<file path="config.mk">
export PLATFORM = sky130hd
export DESIGN_NAME = fifo_rd_ctrl
export DESIGN_NICKNAME = d
export VERILOG_FILES = /design/src/rtl/fifo_rd_ctrl.sv
export SDC_FILE = /design/constraint.sdc
export NUM_CORES = 1
export LEC_CHECK = 0
export BUFFER_PORTS_ARGS = -buffer_cell sky130_fd_sc_hd__buf_2
export CAP_MARGIN = 20
export CORE_UTILIZATION = 35
export CTS_BUF_LIST = sky130_fd_sc_hd__clkbuf_16
export CTS_CLUSTER_DIAMETER = 50
export DETAILED_ROUTE_END_ITERATION = 10
export PLACE_DENSITY = 0.59
export SYNTH_ARGS = -nofsm -noshare
export SYNTH_HDL_FRONTEND = slang
export SYNTH_SLANG_ARGS = --single-unit
</file>
<file path="constraint.sdc">
create_clock -name clk_i -period 1.7 [get_ports clk_i]
set_input_delay 0.17 -clock clk_i [delete_from_list [all_inputs] [get_ports clk_i]]
set_output_delay 0.17 -clock clk_i [all_outputs]
set_load 0.05 [all_outputs]
</file>
<file path="src/rtl/fifo_rd_ctrl.sv">
// fifo_rd_ctrl: read-side drain engine for an asynchronous FIFO (read clock domain).
//
// Issues rd_en_o only when the FIFO is non-empty and the 2-entry skid buffer is
// guaranteed to have room for the word once the FIFO's one-cycle read latency
// elapses. Buffered words leave as a valid/ready stream framed into bursts of
// BURST_LEN beats, with m_last_o flagging the final beat of each burst.
//
// Optional feature macro: FIFO_RD_CTRL_STATS_EN. When it is defined, the module
// adds the saturating transfer/burst counters word_cnt_o and burst_cnt_o.
//
// Ports:
//   clk_i        read-domain clock (same as the FIFO read clock)
//   rst_i        synchronous reset, active-high
//   enable_i     drain enable
//   empty_i      FIFO empty flag
//   underflow_i  FIFO underflow flag
//   rdata_i      FIFO read data, valid the cycle after rd_en_o=1
//   rd_en_o      FIFO read strobe
//   m_valid_o    stream valid
//   m_ready_i    stream ready
//   m_data_o     stream data (skid buffer head)
//   m_last_o     last beat of a burst
//   busy_o       engine is not idle
//   err_o        sticky protocol error
//   word_cnt_o   (stats only) saturating count of transfers
//   burst_cnt_o  (stats only) saturating count of transfers carrying m_last_o
module fifo_rd_ctrl #(
    parameter int DATA_WIDTH = 12,
    parameter int BURST_LEN  = 4,
    parameter int CNT_WIDTH  = 8
) (
    input  logic                  clk_i,
    input  logic                  rst_i,
    input  logic                  enable_i,
    input  logic                  empty_i,
    input  logic                  underflow_i,
    input  logic [DATA_WIDTH-1:0] rdata_i,
    output logic                  rd_en_o,
    output logic                  m_valid_o,
    input  logic                  m_ready_i,
    output logic [DATA_WIDTH-1:0] m_data_o,
    output logic                  m_last_o,
    output logic                  busy_o,
    output logic                  err_o
`ifdef FIFO_RD_CTRL_STATS_EN
    ,
    output logic [15:0]           word_cnt_o,
    output logic [15:0]           burst_cnt_o
`endif
);

    typedef enum logic [1:0] {
        ST_IDLE  = 2'd0,
        ST_RUN   = 2'd1,
        ST_DRAIN = 2'd2
    } state_t;

    localparam logic [CNT_WIDTH-1:0] LAST_BEAT = CNT_WIDTH'(BURST_LEN - 1);
    localparam logic [CNT_WIDTH-1:0] BEAT_ONE  = CNT_WIDTH'(1);

    state_t                  state_r;
    state_t                  state_nxt_s;
    logic [DATA_WIDTH-1:0]   buf0_r;
    logic [DATA_WIDTH-1:0]   buf1_r;
    logic [DATA_WIDTH-1:0]   buf0_nxt_s;
    logic [DATA_WIDTH-1:0]   buf1_nxt_s;
    logic [1:0]              cnt_r;
    logic [1:0]              cnt_nxt_s;
    logic                    inflight_r;
    logic [CNT_WIDTH-1:0]    beat_r;
    logic                    err_r;
    logic                    pop_s;
    logic                    cap_s;
    logic                    overflow_s;
    logic [2:0]              occ_s;

    assign m_valid_o = (cnt_r != 2'd0);
    assign m_data_o  = buf0_r;
    assign m_last_o  = m_valid_o & (beat_r == LAST_BEAT);
    assign busy_o    = (state_r != ST_IDLE);
    assign err_o     = err_r;

    assign pop_s = m_valid_o & m_ready_i;
    // The word read last cycle lands on rdata_i now and must be captured.
    assign cap_s = inflight_r;
    assign occ_s = {1'b0, cnt_r} + {2'b00, inflight_r};
    // A capture into a full buffer with no pop to make room; should never happen.
    assign overflow_s = cap_s & ~pop_s & (cnt_r == 2'd2);

    // Read strobe: only issue when the word is guaranteed a slot once it arrives.
    always_comb begin
        rd_en_o = 1'b0;
        if ((state_r == ST_RUN) && !empty_i && ((occ_s - {2'b00, pop_s}) < 3'd2)) begin
            rd_en_o = 1'b1;
        end else begin
            rd_en_o = 1'b0;
        end
    end

    // Next-state logic for the IDLE/RUN/DRAIN controller.
    always_comb begin
        state_nxt_s = state_r;
        case (state_r)
            ST_IDLE: begin
                if (enable_i) state_nxt_s = ST_RUN;
                else          state_nxt_s = ST_IDLE;
            end
            ST_RUN: begin
                if (!enable_i) state_nxt_s = ST_DRAIN;
                else           state_nxt_s = ST_RUN;
            end
            ST_DRAIN: begin
                if (enable_i)             state_nxt_s = ST_RUN;
                else if (occ_s == 3'd0)   state_nxt_s = ST_IDLE;
                else                      state_nxt_s = ST_DRAIN;
            end
            default: state_nxt_s = ST_IDLE;
        endcase
    end

    // Skid buffer update: head is buf0, capture goes behind the last valid entry.
    always_comb begin
        buf0_nxt_s = buf0_r;
        buf1_nxt_s = buf1_r;
        cnt_nxt_s  = cnt_r;
        case ({cap_s, pop_s})
            2'b01: begin
                buf0_nxt_s = buf1_r;
                cnt_nxt_s  = cnt_r - 2'd1;
            end
            2'b10: begin
                if (cnt_r == 2'd0) begin
                    buf0_nxt_s = rdata_i;
                    cnt_nxt_s  = 2'd1;
                end else if (cnt_r == 2'd1) begin
                    buf1_nxt_s = rdata_i;
                    cnt_nxt_s  = 2'd2;
                end else begin
                    // Full: the word is dropped and overflow_s flags the error.
                    cnt_nxt_s  = cnt_r;
                end
            end
            2'b11: begin
                // Occupancy stays constant; the new word enters behind the survivor.
                if (cnt_r == 2'd1) begin
                    buf0_nxt_s = rdata_i;
                end else begin
                    buf0_nxt_s = buf1_r;
                    buf1_nxt_s = rdata_i;
                end
            end
            default: begin
                cnt_nxt_s = cnt_r;
            end
        endcase
    end

    // State, buffer, beat counter and sticky error registers.
    always_ff @(posedge clk_i) begin
        if (rst_i) begin
            state_r    <= ST_IDLE;
            buf0_r     <= '0;
            buf1_r     <= '0;
            cnt_r      <= 2'd0;
            inflight_r <= 1'b0;
            beat_r     <= '0;
            err_r      <= 1'b0;
        end else begin
            state_r    <= state_nxt_s;
            buf0_r     <= buf0_nxt_s;
            buf1_r     <= buf1_nxt_s;
            cnt_r      <= cnt_nxt_s;
            inflight_r <= rd_en_o;
            err_r      <= err_r | underflow_i | overflow_s;
            if (pop_s) begin
                if (beat_r == LAST_BEAT) beat_r <= '0;
                else                     beat_r <= beat_r + BEAT_ONE;
            end
        end
    end

`ifdef FIFO_RD_CTRL_STATS_EN
    logic [15:0] word_cnt_r;
    logic [15:0] burst_cnt_r;

    assign word_cnt_o  = word_cnt_r;
    assign burst_cnt_o = burst_cnt_r;

    // Saturating transfer and completed-burst counters.
    always_ff @(posedge clk_i) begin
        if (rst_i) begin
            word_cnt_r  <= 16'd0;
            burst_cnt_r <= 16'd0;
        end else begin
            if (pop_s && (word_cnt_r != 16'hFFFF)) begin
                word_cnt_r <= word_cnt_r + 16'd1;
            end
            if (pop_s && m_last_o && (burst_cnt_r != 16'hFFFF)) begin
                burst_cnt_r <= burst_cnt_r + 16'd1;
            end
        end
    end
`endif

endmodule
</file>
==> run metrics <==
power density cells=between 1000 and 1500 mW/mm2; Synth Flop Type=dfxtp_1; CP Launch Type=register; max capacitance violation total=0; syn_nets=between 200 and 250; Post-Syn Area=around 0.0019 mm2; worst setup margin=-322 ps; Synth Warn #=0; relative slew slack=69.5%; RSZ-0062 raised after global routing=yes; area growth from synthesis to layout=35.2%; Final Skew=3.55 ps; Worst-Margin Slew=457 ps; Critical Path End Type=output port; FF+latch count, synth=38; Synth top cells by count=dfxtp_1 (38), nor2_1 (35), a211oi_1 (14), nor3_1 (14), o21a_1 (13); H-tree Lvls=2; Initial Util=36.9%; count leader, synth=dfxtp_1; grt ovf=0; failing checks=negative setup slack; chip height=75.8 um; setup slack after placement=-235 ps; hold buffers post-CTS=0; row cnt=26; final net count=approximately 290; layout cell share with drive strength beyond 1=34.7%; initial drt markers=66; Crit Path Max Fanout=3; Syn Inst Count=215; status=finished, violations left; Worst-Skew Late Latency=between 200 and 300 ps; pin count of the biggest net entering global routing=23; root buffer cell=clkbuf_16; Synth cell types=35; Post-Route WL=~4500 um; vias post-DR=1656; Core ar.=0.00517 mm2; CTS Sinks=38; Synth top area share=39.9%; Final Hold Vio Count=0; Clock transition at path regs=approximately 60 ps; hpwl dp=3080 um; Syn Area/Cell=8.87 um2; chip width=75.8 um; number of synthesized flops with an enable pin=0; ANT nets after route=0; dominant cells by area after synthesis=dfxtp_1 (40%), nor2_1 (6.9%), mux2i_1 (6.3%), a211oi_1 (5.5%), o21a_1 (5.1%); Final Cycle Share=119%; Pwr Total=0.00289 W; Tot GR Track Use=17.0%; Hold/Removal Path Class=input pin to register; Pins Over Slew Limit=0; CP Class=register to output port; GP Congestion=0.770; TritonCTS Buffers=5; Peak VDD IR=421 uV; # DRC=0; Vias per Instance=4.94; Final Critical Period=approximately 2000 ps; worst reg2reg path depth=8; # diodes=0; vias in the first global route=1513; Worst Path Required=1530 ps; TritonCTS clock tree=yes; endpoints failing setup=2; Critical Path AT=1850 ps; hold path cells=2; I/O pin cnt=35; FMAX=495 MHz; sequential fraction of the synthesis area=between 30 and 40%; die area=roughly 0.0058 mm2; Yosys top cell by area=dfxtp_1; initial antenna violation count=0; wire per inst=13.5 um; ys async rst share=0%; hold slack=66.6 ps; IO Port Bufs=34; drt pass-1 iters=4; LEAKAGE=between 1 and 1.5 nW; global-route wire length before repair=7240 um; maximum clock insertion buffer count=2
## timing repair
item / 4_1_cts / 5_1_grt
endpoints found under the setup margin: 4 / 31
cloned: 0 / 1
gates resized for setup: 11 / 14
pin swaps: 4 / 3
buffers inserted: 1 / 1
## cell usage in the layout, fill, tap and decap left out, drive strengths merged, types with 2 or more instances in the layout
| master | instances |
|---|---|
| o22ai | 12 |
| nand2b | 2 |
| nor2b | 2 |
| o21ai | 3 |
| clkinvlp | 2 |
| nand4 | 3 |
| a21oi | 3 |
| nor2 | 35 |
| nor4b | 2 |
| nand3 | 3 |
| xor2 | 6 |
| ha | 7 |
| buf | 57 |
| o21a | 13 |
| mux2i | 12 |
| and3 | 2 |
| nor3 | 14 |
| dfxtp | 38 |
| nand2 | 12 |
| clkbuf | 6 |
| inv | 6 |
| xnor2 | 2 |
| a211oi | 14 |
## where the power goes
part / switching (W) / leakage [nW] / internal (W) / total, W
Sequential: 0.0000376 / 0.310 / 0.000959 / 0.000996
Combinational: 0.000518 / 0.641 / 0.000317 / 0.000835
Clock: 0.000370 / 0.0760 / 0.000691 / 0.00106
Total: 0.000926 / 1.03 / 0.00197 / 0.00289
## per-stage QoR
stage          instances  utilization [%]  cell area [um2]  setup TNS [ps]
5_1_grt              335             49.9             2580            -771
3_3_place_gp         324             43.8             2260            -187
4_1_cts              333             48.2             2490            -368
3_5_place_dp         324             43.8             2260            -235
2_1_floorplan        215                -             1950           -2120
6_report             335             49.9             2580            -340
## registers in the layout (all words and copies together), names as in the netlist
register	flops
cnt_r	2
buf1_r	12
beat_r	8
m_data_o	12
state_r	2
cap_s	1
err_o	1
## cells by family (layout without fill, tap and decap cells)
kind of cell / count (synthesis) / in the layout / synth area share [%]
AO/OA/AOI/OAI: 49 / 49 / 18.1
XOR/XNOR: 8 / 8 / 3.67
multiplexers: 12 / 12 / 6.30
flip-flops: 38 / 38 / 39.9
adder cells (fa/ha/maj): 7 / 7 / 4.59
buffers and inverters: 22 / 72 / 7.28
AND/OR/NAND/NOR: 79 / 79 / 20.2
## cell type report
cell class | instances | area [um2]
Clock inverter | 3 | 45.0
Timing Repair Buffer | 58 | 399
Clock buffer | 5 | 125
Multi-Input combinational cell | 155 | 1130
Tap cell | 70 | 87.6
Fill cell | 488 | 2590
Sequential cell | 38 | 767
Inverter | 6 | 25.0
## per-layer routing
layer | wire length, um | track usage [%] | share of wire (%)
met1 | 2240 | 23.2 | 50
met2 | 2020 | 25.6 | 45
met3 | 175 | 4.50 | 3.9
met4 | 75 | 6.79 | 1.7
met5 | 0 | 0 | 0
## critical path, stage by stage, from the launching register on
cell	delay, ps
dfxtp_4	360
buf_6	120
inv_4	50
ha_4	110
nand2b_4	130
nor2_4	30
ha_2	180
xor2_2	150
nor4b_4	240
buf_6	190
## final timing paths
path	slack (ps)	end	startpoint
worst max register to register	60	buf1_r[3]	cnt_r[0]
worst max-delay path	-320	rd_en_o	cnt_r[0]
worst min register to register	480	err_o	err_o
worst min-delay path	70	state_r[1]	enable_i
Power figures use the tool's default switching activity.
